### src/rtl/irq_dispatcher_pkg.sv
// ---------------------------------------------------------------------------
// irq_dispatcher_pkg
//   Shared types and constants for the interrupt dispatcher slice.
//   - state_t   : dispatcher sequencer states (IDLE, REQ, SERVICE)
//   - ARB_FIXED : arbitration mode value for fixed priority (bit 0 highest)
//   - ARB_RR    : arbitration mode value for round-robin priority
// ---------------------------------------------------------------------------
package irq_dispatcher_pkg;

    typedef enum logic [1:0] {
        IDLE    = 2'd0,
        REQ     = 2'd1,
        SERVICE = 2'd2
    } state_t;

    localparam logic ARB_FIXED = 1'b0;
    localparam logic ARB_RR    = 1'b1;

endpackage

### src/rtl/irq_priority_picker.sv
// ---------------------------------------------------------------------------
// irq_priority_picker
//   Combinational rotating priority encoder. Starting at index ptr and
//   wrapping around, returns the first index whose req bit is set.
//   With ptr tied to 0 it degenerates to a plain lowest-index-wins encoder.
//
// Ports
//   req   in  NUM_OF_IRQS  request vector
//   ptr   in  VEC_W        index that currently has the highest priority
//   valid out 1            at least one request bit is set
//   idx   out VEC_W        winning index (0 when valid=0)
// ---------------------------------------------------------------------------
module irq_priority_picker #(
    parameter  int NUM_OF_IRQS = 8,
    localparam int VEC_W       = $clog2(NUM_OF_IRQS)
) (
    input  logic [NUM_OF_IRQS-1:0] req,
    input  logic [VEC_W-1:0]       ptr,
    output logic                   valid,
    output logic [VEC_W-1:0]       idx
);

    int               cand;
    logic [VEC_W-1:0] cand_idx;

    // Scan offsets from the farthest to the nearest so that the smallest
    // offset from ptr (the highest priority) is the last one to write idx.
    always_comb begin
        cand     = 0;
        cand_idx = '0;
        valid    = 1'b0;
        idx      = '0;
        for (int off = NUM_OF_IRQS - 1; off >= 0; off--) begin
            cand     = (int'(ptr) + off) % NUM_OF_IRQS;
            cand_idx = VEC_W'(cand);
            if (req[cand_idx]) begin
                valid = 1'b1;
                idx   = cand_idx;
            end
        end
    end

endmodule

### src/rtl/irq_dispatcher.sv
// ---------------------------------------------------------------------------
// irq_dispatcher
//   Sequencer between interrupt_controller and the CPU interrupt port.
//   Picks one pending source at a time (fixed or round-robin priority),
//   requests the CPU with irq_req/irq_vec, pulses the matching isr_clear
//   bit when the CPU acknowledges, then waits for end-of-interrupt before
//   looking at the sources again. An optional watchdog forces the exit from
//   SERVICE when no eoi arrives within EOI_TIMEOUT cycles.
//
// Parameters
//   NUM_OF_IRQS  number of sources (>= 2)
//   ARB_MODE     ARB_FIXED (bit 0 highest) or ARB_RR (round-robin)
//   EOI_TIMEOUT  SERVICE cycles before forced exit; 0 disables the watchdog
//
// Ports
//   clk             in  1            clock, all state on rising edge
//   rst_n           in  1            asynchronous active-low reset
//   isr             in  NUM_OF_IRQS  pending-and-enabled sources
//   isr_clear       out NUM_OF_IRQS  one-hot, one-cycle clear pulse
//   irq_req         out 1            request to CPU
//   irq_vec         out VEC_W        requested source, stable while irq_req=1
//   irq_ack         in  1            CPU accepts the request
//   eoi             in  1            CPU end-of-interrupt pulse
//   eoi_timeout     out 1            sticky: watchdog fired
//   eoi_timeout_clr in  1            clears eoi_timeout
// ---------------------------------------------------------------------------
module irq_dispatcher
    import irq_dispatcher_pkg::*;
#(
    parameter  int   NUM_OF_IRQS = 8,
    parameter  logic ARB_MODE    = 1'b0,
    parameter  int   EOI_TIMEOUT = 0,
    localparam int   VEC_W       = $clog2(NUM_OF_IRQS)
) (
    input  logic                   clk,
    input  logic                   rst_n,
    input  logic [NUM_OF_IRQS-1:0] isr,
    output logic [NUM_OF_IRQS-1:0] isr_clear,
    output logic                   irq_req,
    output logic [VEC_W-1:0]       irq_vec,
    input  logic                   irq_ack,
    input  logic                   eoi,
    output logic                   eoi_timeout,
    input  logic                   eoi_timeout_clr
);

    // A disabled watchdog still gets a 1-bit counter so no zero-width vector
    // appears; it is never incremented in that case.
    localparam int               WD_W    = (EOI_TIMEOUT > 0) ? $clog2(EOI_TIMEOUT + 1) : 1;
    localparam logic [WD_W-1:0]  WD_LAST = (EOI_TIMEOUT > 0) ? WD_W'(EOI_TIMEOUT - 1) : '0;
    localparam logic [WD_W-1:0]  WD_MAX  = WD_W'(EOI_TIMEOUT);
    localparam logic [VEC_W-1:0] VEC_TOP = VEC_W'(NUM_OF_IRQS - 1);

    state_t                 state_q;
    state_t                 state_d;
    logic [VEC_W-1:0]       vec_q;
    logic [VEC_W-1:0]       vec_d;
    logic [VEC_W-1:0]       ptr_q;
    logic [VEC_W-1:0]       ptr_d;
    logic [WD_W-1:0]        wd_cnt_q;
    logic [WD_W-1:0]        wd_cnt_d;
    logic [NUM_OF_IRQS-1:0] clear_d;
    logic                   req_d;
    logic                   set_timeout;

    logic                   pick_valid;
    logic [VEC_W-1:0]       pick_idx;
    logic [VEC_W-1:0]       pick_ptr;
    logic [VEC_W-1:0]       ptr_after;
    logic                   ack_eff;
    logic                   src_live;
    logic                   wd_expire;

    // Fixed mode always starts the scan at index 0.
    assign pick_ptr = (ARB_MODE == ARB_RR) ? ptr_q : '0;

    irq_priority_picker #(
        .NUM_OF_IRQS (NUM_OF_IRQS)
    ) u_picker (
        .req   (isr),
        .ptr   (pick_ptr),
        .valid (pick_valid),
        .idx   (pick_idx)
    );

    // The source just serviced becomes the lowest priority next round.
    assign ptr_after = (vec_q == VEC_TOP) ? '0 : vec_q + VEC_W'(1);

    // An ack is only meaningful once the request is actually visible to the
    // CPU; the first REQ cycle (irq_req still low) cannot be acknowledged.
    assign ack_eff   = irq_ack && irq_req;
    assign src_live  = isr[vec_q];
    assign wd_expire = (EOI_TIMEOUT > 0) && (wd_cnt_q == WD_LAST);

    always_comb begin
        state_d     = state_q;
        vec_d       = vec_q;
        ptr_d       = ptr_q;
        wd_cnt_d    = wd_cnt_q;
        clear_d     = '0;
        req_d       = 1'b0;
        set_timeout = 1'b0;

        case (state_q)
            IDLE: begin
                if (pick_valid) begin
                    vec_d   = pick_idx;
                    state_d = REQ;
                end
            end

            REQ: begin
                // Acknowledge wins over a simultaneous withdrawal.
                if (ack_eff) begin
                    clear_d  = NUM_OF_IRQS'(1) << vec_q;
                    wd_cnt_d = '0;
                    state_d  = SERVICE;
                end else if (!src_live) begin
                    state_d = IDLE;
                end else begin
                    req_d = 1'b1;
                end
            end

            SERVICE: begin
                // A real eoi in the expiry cycle is a normal exit, no flag.
                if (eoi || wd_expire) begin
                    state_d     = IDLE;
                    set_timeout = !eoi;
                    if (ARB_MODE == ARB_RR) begin
                        ptr_d = ptr_after;
                    end
                end else if ((EOI_TIMEOUT > 0) && (wd_cnt_q != WD_MAX)) begin
                    wd_cnt_d = wd_cnt_q + WD_W'(1);
                end
            end

            default: begin
                state_d = IDLE;
            end
        endcase
    end

    always_ff @(posedge clk or negedge rst_n) begin
        if (!rst_n) begin
            state_q     <= IDLE;
            ptr_q       <= '0;
            wd_cnt_q    <= '0;
            isr_clear   <= '0;
            irq_req     <= 1'b0;
            irq_vec     <= '0;
            eoi_timeout <= 1'b0;
        end else begin
            state_q   <= state_d;
            ptr_q     <= ptr_d;
            wd_cnt_q  <= wd_cnt_d;
            isr_clear <= clear_d;
            irq_req   <= req_d;
            if (req_d) begin
                irq_vec <= vec_q;
            end
            // Set has priority over clear.
            if (set_timeout) begin
                eoi_timeout <= 1'b1;
            end else if (eoi_timeout_clr) begin
                eoi_timeout <= 1'b0;
            end
        end
    end

    // Selected source index; only consulted outside IDLE, so no reset needed.
    always_ff @(posedge clk) begin
        vec_q <= vec_d;
    end

endmodule

### config.mk
export PLATFORM = sky130hd
export DESIGN_NAME = irq_dispatcher
export DESIGN_NICKNAME = d
export VERILOG_FILES = /design/src/rtl/irq_dispatcher_pkg.sv /design/src/rtl/irq_priority_picker.sv /design/src/rtl/irq_dispatcher.sv
export SDC_FILE = /design/constraint.sdc
export NUM_CORES = 1
export LEC_CHECK = 0
export BUFFER_PORTS_ARGS = -buffer_cell sky130_fd_sc_hd__clkbuf_2
export CORE_AREA = 2 2 43 45
export CTS_BUF_LIST = sky130_fd_sc_hd__clkbuf_16
export DETAILED_ROUTE_END_ITERATION = 16
export DIE_AREA = 0 0 45 47
export GPL_ROUTABILITY_DRIVEN = 0
export GPL_TIMING_DRIVEN = 0
export PLACE_DENSITY_LB_ADDON = 0.15
export SLEW_MARGIN = 0
export SYNTH_ARGS = -nofsm -noshare
export SYNTH_HDL_FRONTEND = slang
export SYNTH_SLANG_ARGS = --single-unit
### constraint.sdc
create_clock -name clk -period 3.24 [get_ports clk]
set_input_delay 0.486 -clock clk [delete_from_list [all_inputs] [get_ports clk]]
set_output_delay 0.486 -clock clk [all_outputs]
set_load 0.01 [all_outputs]
==> key figures, run 1 <==
Power and ir drop
  – Clock power frac: roughly 29%
  – Gate power share: approximately 34%
  – Leak Pwr: ~0.48 nW
  – Switching portion of total power: roughly a third
  – Max VDD drop: between 0.0005 and 0.0006 V
  – Switching Power: about 260 uW
  – Seq pwr share: between 30% and 40%
  – Pwr/cell area: between 800 and 900 nW/um2
  – Internal cell power: 565.2 uW

Cells and area
  – Register area: ~440 um2
  – Multi-input gate area: ~330 um2
  – # diodes: 0
  – Most common cell after layout, fill and taps aside: clkbuf_2
  – Layout cells sized above 1: a little under two fifths
  – Filler cells: 139
  – P&R area growth vs syn: 26.87%
  – Most frequent cells in the layout: clkbuf_2, dfrtp_1, nor2_1
  – Final nets: 108

Global routing
  – Met2 Resource Use GR: between 20 and 25%
  – Remaining Overflow, GRT: 0
  – Initial antenna violation count: 0
  – Largest net degree at the start of global routing: 15
  – GR Util met1: between 10% and 20%
  – Tot GR Track Use: about 15%
  – First-pass GRT wire length: 2159 um
  – Met3 usage: just under 7%
  – Busiest layer in global routing: met2
  – Vias in the first global route: 466

STA
  – Setup TNS: 0 ns
  – Final Hold Viols: 0
  – Hold WS: 0.1323 ns
  – Worst-Margin Slew: around 0.53 ns
  – Slew headroom: between 60% and 70%
  – Worst clock skew: 0.002206 ns
  – Setup Viol. Count Final: 0
  – RSZ-0062 raised after global routing: no
  – Fmax: 0.5694 GHz
  – Tcrit/Tclk final: 54.21%
  – Crit path time final: around 1.8 ns
  – Slew Viols, Final: 0

Die
  – Starting Density: 48.48%
  – Row cnt: 15
  – Core ar.: between 1500 and 2000 um2
  – Die Y: ~47 um
  – Die width: approximately 45 um
  – Die area: ~2100 um2
  – Total I/O pin count: 26

Drt
  – Vias per cell: roughly 5
  – TritonRoute pass-1 iters: 4
  – Total number of vias: ~570
  – Wire length per cell: roughly 12 um
  – Starting DRT DRC Count: 10
  – Drt total wl: between 1000 and 1500 um
  – Antenna viol nets, final: 0
  – Number of remaining DRC errors: 0

CTS
  – CTS tree: done
  – Worst-Skew Late Latency: between 0.2 and 0.25 ns
  – # resized after CTS: 0
  – Htree depth: 1
  – CTS root buffer: clkbuf_16
  – Setup bufs post-CTS: 0
  – Hold_buf cts: 0
  – Clock transition at path regs: around 0.05 ns
  – CTS sink cnt: 17
  – Total CTS buffers: 3
  – Max clock buf depth: 2

Logic synthesis
  – Post-Syn Area: 800.8 um2
  – Post-synth EDFFs: 3
  – Fraction of the yosys area taken by sequential cells: between 50% and 60%
  – Mapped Nets: 80
  – Syn. warnings: 0
  – Avg Cell Area, Syn: 11.95 um2
  – Ys flop type: dfrtp_1
  – Synth Instances: 67
  – Number of synthesized register bits: 17
  – Post-synth ARST share: 82.35%
  – Post-synth cell types: 31

Worst hold path
  – Worst min-delay path class: input port to asynchronous set/reset pin

Critical path
  – CP startpoint: vec_q[0]$_SDFFCE_PP0P_
  – Crit start category: flip-flop
  – Data arrival, critical path: 1.88 ns
  – Crit path capture type: flip-flop
  – Required @ worst endpoint: ~3.4 ns
  – Crit Path Class: flip-flop to flip-flop
  – CP Max Fanout: 9
  – Critical R2R Launch: vec_q[0]$_SDFFCE_PP0P_

Placement
  – IO Port Bufs: 23
  – Hpwl dp: 1049 um

Job
  – Max_cap viols: 0

Outcome
  – Run status: finished, final reports clean
cell usage after synthesis (all sizes together), types with 2 or more instances:
| cell type | count | area, um2 |
|---|---|---|
| dfrtp | 14 | 350.3 |
| nor2 | 8 | 32.54 |
| nor3 | 7 | 40.04 |
| buf | 3 | 23.77 |
| edfxtp | 3 | 90.09 |
| inv | 3 | 11.26 |
| nand2b | 3 | 18.77 |
| nor4 | 3 | 33.78 |
| a21oi | 2 | 10.01 |
| mux2 | 2 | 22.52 |
| nand2 | 2 | 7.510 |
| nand4 | 2 | 12.51 |
| nor2b | 2 | 12.51 |
power by group through the flow:
stage / clock network (mW) / registers [mW] / logic [mW]
after CTS: 0.241 / 0.307 / 0.285
after detailed placement: 0 / 0.310 / 0.284
final: 0.236 / 0.307 / 0.281
after floorplan: 0 / 0.320 / 0.194
after global routing: 0.247 / 0.314 / 0.311
after global placement: 0 / 0.310 / 0.281
path summary, 6_finish.rpt:
kind / endpoint / slack [ns] / depth (start not counted)
max: irq_vec[0]$_DFFE_PN0N_ / 1.48 / 5
min: isr_clear[0]$_DFF_PN0_ / 0.13 / 1
max reg2reg: irq_vec[0]$_DFFE_PN0N_ / 1.48 / 5
min reg2reg: irq_vec[1]$_DFFE_PN0N_ / 0.49 / 1
max in group asynchronous: irq_vec[2]$_DFFE_PN0N_ / 2.86 / 1
min in group clk: irq_vec[1]$_DFFE_PN0N_ / 0.49 / 1
routing by layer:
| layer | wire length (um) | part of all wire, % |
|---|---|---|
| met1 | 622 | 46 |
| met5 | 0 | 0 |
| met4 | 14 | 1.0 |
| met2 | 650 | 48 |
| met3 | 71 | 5.2 |
logic make-up (layout without fill, tap and decap cells):
family / count (synthesis) / in the layout / share of synthesized area (%)
and+or+nand+nor: 32 / 32 / 24.22
DFF: 17 / 17 / 55.00
muxes: 3 / 3 / 5.625
other: 1 / 1 / 0.4683
buffers and inverters: 6 / 33 / 4.375
AOI/OAI and AO/OA: 8 / 8 / 10.31
metrics by stage:
| stage | worst slack, ns | utilization (%) | instances | cell area, um2 | power (mW) |
|---|---|---|---|---|---|
| final | 1.484 | 61.52 | 111 | 1016 | 0.8239 |
| after global routing | 1.405 | 61.52 | 111 | 1016 | 0.8725 |
| after detailed placement | 1.416 | 56.74 | 107 | 937.1 | 0.5944 |
| after CTS | 1.469 | 61.52 | 111 | 1016 | 0.8328 |
| after floorplan | 1.663 | - | 67 | 800.8 | 0.5143 |
| after global placement | 1.431 | 56.74 | 107 | 937.1 | 0.5908 |
registers in the layout, summed over array words and instances, names as in the netlist:
| signal | count |
|---|---|
| isr_clear | 8 |
| irq_vec | 3 |
| vec_q | 3 |
| state_q | 2 |
| irq_req | 1 |
critical path: stages, from the launching register on:
cell and delay (ns):
edfxtp_1 0.35, buf_2 0.20, nor2b_1 0.21, a2111oi_4 0.10, nor4_4 0.41, mux2_1 0.37
cell type report:
| class | count | area share (%) |
|---|---|---|
| Sequential cell | 17 | 43.35 |
| Multi-Input combinational cell | 44 | 32.02 |
| Timing Repair Buffer | 23 | 11.33 |
| Clock buffer | 3 | 7.389 |
| Buffer | 3 | 2.340 |
| Tap cell | 17 | 2.094 |
| Inverter | 3 | 1.108 |
| Clock inverter | 1 | 0.3695 |
(Power assumes the default switching activity.)
==> run 2: changes to the inputs <==
CORE_AREA = 2 2 44 46   (was 2 2 43 45)
DIE_AREA = 0 0 46 48   (was 0 0 45 47)
clock period = 1.7 ns   (was 3.24 ns; I/O delays follow)
==> key figures, run 2 (synthesized netlist as in run 1, its figures left out) <==
Outcome
  – Run status: finished, violations left
  – Failing checks: negative setup slack

Global routing
  – Largest net degree at the start of global routing: 15 (unchanged)
  – Remaining Overflow, GRT: 0 (unchanged)
  – First-pass GRT wire length: 2373 um (+9.9%)
  – Vias in the first global route: 558 (+20%)
  – Initial antenna violation count: 0 (unchanged)
  – Tot GR Track Use: 15.42% (+0.19 points)

Cells and area
  – Largest regs: isr_clear (8), irq_vec (3), vec_q (3)
  – Largest register by flop count: isr_clear
  – Final nets: 109 (+0.93%)
  – Max FFs per register: 8 (unchanged)
  – Filler cells: 143 (+2.9%)
  – Layout cells sized above 1: 43.16% (+4.9 points)
  – Cell area after layout: 1041 um2 (+2.5%)
  – End-of-flow core utilization: 61.63% (+0.11 points)
  – Most common cell after layout, fill and taps aside: clkbuf_2
  – Most frequent cells in the layout: clkbuf_2, dfrtp_1, nor2_1
  – # diodes: 0 (unchanged)
  – Cell Count, Final, Fillers Out: 112 (+0.90%)
  – P&R area growth vs syn: 30.00%

STA
  – Worst-Margin Slew: 0.5329 ns (-0.00008708 ns)
  – Slew Viols, Final: 0 (unchanged)
  – Final Hold Viols: 0 (unchanged)
  – Setup slack after layout: -0.004402 ns (-1.488 ns)
  – Setup TNS: -0.004402 ns (-0.004402 ns)
  – Fmax: 0.5867 GHz (+3.0%)
  – Crit path time final: 1.704 ns (-0.05191 ns)
  – Tcrit/Tclk final: 100.3% (+46 points)
  – RSZ-0062 raised after global routing: yes
  – Setup Viol. Count Final: 1 (+1)
  – Worst clock skew: 0.002909 ns (+0.0007026 ns)
  – Slew headroom: 64.26% (about the same)

Critical path
  – Reg2reg path depth: 5 (unchanged)
  – R2r setup slk: -0.004 ns (-1.49 ns)
  – CP Max Fanout: 8 (-1)
  – Critical R2R Launch: vec_q[1]$_SDFFCE_PP0P_
  – Crit Path Class: flip-flop to flip-flop
  – Data arrival, critical path: 1.82 ns (-0.06 ns)
  – R2r endpoint: irq_vec[0]$_DFFE_PN0N_
  – Crit path capture type: flip-flop
  – Required @ worst endpoint: 1.82 ns (-1.54 ns)
  – Crit start category: flip-flop
  – CP startpoint: vec_q[1]$_SDFFCE_PP0P_

CTS
  – Clock transition at path regs: 0.05 ns (about the same)
  – Total CTS buffers: 3 (unchanged)
  – CTS root buffer: clkbuf_16
  – Max clock buf depth: 2 (unchanged)
  – Worst-Skew Late Latency: 0.24 ns (about the same)
  – CTS tree: done
  – Setup bufs post-CTS: 0 (unchanged)
  – Htree depth: 1 (unchanged)
  – CTS sink cnt: 17 (unchanged)

Die
  – Die area: 2208 um2 (+4.4%)
  – Total I/O pin count: 26 (unchanged)
  – Die Y: 48 um (+2.1%)
  – Core ar.: 1689 um2 (+2.3%)
  – Starting Density: 47.41% (-1.1 points)
  – Row cnt: 15 (unchanged)
  – Die width: 46 um (+2.2%)

Power and ir drop
  – Pwr Total: 1.610 mW (+95%)
  – Pwr/cell area: 1547 nW/um2 (+91%)
  – Max VDD drop: 0.001360 V (+140%)
  – Leak Pwr: 0.4863 nW (+1.7%)

Worst hold path
  – Hold path depth: 3
  – Hold Path Sink: state_q[1]$_DFFE_PN0P_
  – Worst min-delay path class: input port to flip-flop
  – Hold path startpoint: eoi

Drt
  – TritonRoute pass-1 iters: 3 (-1)
  – Wire length per cell: 12.63 um (+3.3%)
  – Starting DRT DRC Count: 6 (-4)
  – Drt total wl: 1414 um (+4.2%)
  – Vias per cell: 5.232 (+2.1%)
  – Antenna viol nets, final: 0 (unchanged)
  – Number of remaining DRC errors: 0 (unchanged)
  – Total number of vias: 586 (+3.0%)

Placement
  – Hpwl dp: 1095 um (+4.3%)
  – IO Port Bufs: 23 (unchanged)
  – Dpl cells: 107 (unchanged)
  – Placed cell area: 937.1 um2 (unchanged)

Job
  – Max_cap viols: 0 (unchanged)
==> run 2: routing by layer <==
| layer | global-route usage, % | vias to the layer above | routed length (um) |
|---|---|---|---|
| met5 | 0 | - | 0 |
| met4 | 4.000 | 0 | 7 |
| met3 | 6.415 | 2 | 59 |
| met2 | 26.11 | 12 | 715 |
| met1 | 18.12 | 276 | 632 |
| li1 | - | 296 | - |
==> run 2: metrics by stage <==
stage	hold WS, ns	worst slack (ns)
6_report	0.2942	-0.004402
5_1_grt	0.3083	-0.05995
4_1_cts	0.2909	-0.02438
3_5_place_dp	0.1719	-0.04592
3_3_place_gp	0.1650	-0.02529
2_1_floorplan	-0.04059	0.1231
==> run 2: layout make-up <==
class | instances | area, um2 | area share (%)
multi-input combinational | 44 | 336.6 | 32.33
timing repair buffer | 24 | 125.1 | 12.02
clock buffer | 3 | 75.07 | 7.212
buffer | 3 | 26.28 | 2.524
inverter | 3 | 11.26 | 1.082
sequential | 17 | 440.4 | 42.31
clock inverter | 1 | 5.005 | 0.4808
tap | 17 | 21.27 | 2.043
==> run 2: worst max path at each step <==
stage	cells past startpoint	endpoint	slack, ns
global placement	5	irq_vec[1]$_DFFE_PN0N_	-0.03
floorplan	5	irq_vec[2]$_DFFE_PN0N_	0.12
finish	5	irq_vec[0]$_DFFE_PN0N_	-0.004
detailed placement	5	irq_vec[1]$_DFFE_PN0N_	-0.05
CTS	5	irq_vec[0]$_DFFE_PN0N_	-0.02
global route	5	irq_vec[0]$_DFFE_PN0N_	-0.06
==> run 2: power by group <==
part,switching [mW],internal [mW],total [mW]
Clock,0.140,0.314,0.454
Combinational,0.311,0.254,0.565
Sequential,0.0631,0.528,0.591
Total,0.515,1.10,1.61
==> run 2: what timing repair did <==
item                                   CTS  global route
endpoints found under the hold margin   14             0
hold buffers                             1             0
resized for setup                        3             3
setup endpoints to repair                2             4
==> run 2: worst max-delay path, cell delays in order, from the launching register on <==
cell and delay, ns:
edfxtp_1 0.37, buf_6 0.15, mux4_2 0.36, nor2_2 0.05, nor4_4 0.28, mux2_1 0.37
==> run 3: changes to the inputs <==
BUFFER_PORTS_ARGS = -buffer_cell sky130_fd_sc_hd__buf_2   (was -buffer_cell sky130_fd_sc_hd__clkbuf_2)
SKIP_LAST_GASP = 1   (was default)
==> key figures, run 3 (synthesized netlist as in run 1, its figures left out) <==
Global routing
  – Initial antenna violation count: 0 (unchanged)
  – First-pass GRT wire length: 2304 um (-2.9%)
  – Vias in the first global route: 551 (-1.3%)
  – Tot GR Track Use: 15.32% (-0.091 points)
  – Largest net degree at the start of global routing: 15 (unchanged)
  – Remaining Overflow, GRT: 0 (unchanged)

Cells and area
  – Cell Count, Final, Fillers Out: 115 (+2.7%)
  – Cell area after layout: 1077 um2 (+3.5%)
  – Final nets: 112 (+2.8%)
  – Multi-input gate area: 350.3 um2 (+4.1%)
  – Most common cell after layout, fill and taps aside: buf_2
  – Largest regs: isr_clear (8), irq_vec (3), vec_q (3)
  – Layout cells sized above 1: 46.94% (+3.8 points)
  – Filler cells: 140 (-2.1%)
  – Most frequent cells in the layout: buf_2, dfrtp_1, nor2_1
  – Register area: 440.4 um2 (unchanged)
  – P&R area growth vs syn: 34.53%
  – Largest register by flop count: isr_clear
  – Max FFs per register: 8 (unchanged)
  – # diodes: 0 (unchanged)
  – End-of-flow core utilization: 63.78% (+2.1 points)

Placement
  – Post-place setup slack: -0.04254 ns (+0.003372 ns)
  – Placed cell area: 937.1 um2 (unchanged)
  – IO Port Bufs: 23 (unchanged)
  – Dpl cells: 107 (unchanged)
  – Hpwl dp: 1099 um (+0.37%)

Drt
  – Vias per cell: 5.070 (-3.1%)
  – Antenna viol nets, final: 0 (unchanged)
  – Total number of vias: 583 (-0.51%)
  – TritonRoute pass-1 iters: 2 (-1)
  – Starting DRT DRC Count: 9 (+3)
  – Drt total wl: 1567 um (+11%)
  – Wire length per cell: 13.63 um (+7.9%)
  – Number of remaining DRC errors: 0 (unchanged)

Power and ir drop
  – Pwr Total: 1.692 mW (+5.1%)
  – Max VDD drop: 0.001116 V (-18%)
  – Leak Pwr: 0.5142 nW (+5.7%)
  – Pwr/cell area: 1571 nW/um2 (+1.6%)

STA
  – Worst-Margin Slew: 0.6064 ns (+0.07357 ns)
  – Setup TNS: 0 ns (+0.004402 ns)
  – Slew Viols, Final: 0 (unchanged)
  – Fmax: 0.5919 GHz (+0.88%)
  – Crit path time final: 1.690 ns (-0.01488 ns)
  – Setup Viol. Count Final: 0 (-1)
  – Worst clock skew: 0.004976 ns (+0.002067 ns)
  – Hold WS: 0.2870 ns (-0.007265 ns)
  – Tcrit/Tclk final: 99.38% (-0.88 points)
  – Slew headroom: 59.33% (-4.9 points)
  – Setup slack after layout: 0.01048 ns (+0.01488 ns)
  – RSZ-0062 raised after global routing: yes
  – Final Hold Viols: 0 (unchanged)

CTS
  – Max clock buf depth: 2 (unchanged)
  – Total CTS buffers: 3 (unchanged)
  – CTS root buffer: clkbuf_16
  – Worst-Skew Late Latency: 0.25 ns (about the same)
  – CTS tree: done
  – Clock transition at path regs: 0.05 ns (about the same)
  – CTS sink cnt: 17 (unchanged)
  – Htree depth: 1 (unchanged)

Die
  – Die Y: 48 um (unchanged)
  – Row cnt: 15 (unchanged)
  – Die width: 46 um (unchanged)
  – Core ar.: 1689 um2 (unchanged)
  – Starting Density: 47.41% (unchanged)
  – Total I/O pin count: 26 (unchanged)
  – Die area: 2208 um2 (unchanged)

Critical path
  – Crit start category: flip-flop
  – Data arrival, critical path: 1.81 ns (about the same)
  – CP Max Fanout: 5 (-3)
  – Crit path capture type: flip-flop
  – Crit Path Class: flip-flop to flip-flop
  – Required @ worst endpoint: 1.82 ns (about the same)

Job
  – Max_cap viols: 0 (unchanged)

Worst hold path
  – Worst min-delay path class: input port to flip-flop

Outcome
  – Run status: finished, final reports clean
[run 3: cell count changes in the layout (fill, tap and decap cells not counted), sizes merged]
| cell | before | now |
|---|---|---|
| buf | 3 | 29 |
| clkbuf | 26 | 3 |
[run 3: area by class of cell]
type                       instances  share of cell area, %
buffer                             3                  2.439
clock buffer                       3                  6.969
clock inverter                     1                 0.4646
inverter                           3                  1.045
multi-input combinational         44                  32.52
sequential                        17                  40.88
tap                               17                  1.974
timing repair buffer              27                  13.71
[run 3: metal layers]
layer | GRT usage (%) | share of wire [%] | vias up
met5 | 0 | 0 | -
met4 | 3.429 | 0 | 0
met3 | 6.038 | 4.5 | 0
met2 | 26.94 | 51 | 14
met1 | 17.61 | 44 | 271
li1 | - | - | 298
[run 3: where the power goes]
group / switching, mW / leakage, nW / internal (mW) / total, mW
registers: 0.0547 / 0.215 / 0.528 / 0.583
clock network: 0.146 / 0.0409 / 0.314 / 0.460
logic: 0.339 / 0.258 / 0.311 / 0.650
[run 3: timing repair]
action / in CTS / in global routing
endpoints found under the hold margin: 14 / 0
gates cloned: 0 / 0
hold buffers: 1 / 0
resized for setup: 2 / 8
setup buffers: 0 / 3
setup endpoints to repair: 2 / 2
[run 3: worst max-delay path, cell delays in order (launching register included)]
cell and delay, ns:
edfxtp_1 0.38, buf_6 0.14, mux4_2 0.36, nor2_2 0.05, nor4_4 0.28, mux2_1 0.36
[run 3: path summary, 6_finish.rpt]
| kind | from | end | slack (ns) | cells past startpoint |
|---|---|---|---|---|
| worst max-delay path | vec_q[1]$_SDFFCE_PP0P_ | irq_vec[0]$_DFFE_PN0N_ | 0.01 | 5 |
| worst min-delay path | eoi | state_q[1]$_DFFE_PN0P_ | 0.29 | 3 |
| worst max register to register | vec_q[1]$_SDFFCE_PP0P_ | irq_vec[0]$_DFFE_PN0N_ | 0.01 | 5 |
| worst min register to register | irq_vec[0]$_DFFE_PN0N_ | irq_vec[0]$_DFFE_PN0N_ | 0.49 | 1 |
| max in group asynchronous | rst_n | state_q[1]$_DFFE_PN0P_ | 1.03 | 2 |
| min in group asynchronous | rst_n | isr_clear[5]$_DFF_PN0_ | 0.44 | 2 |
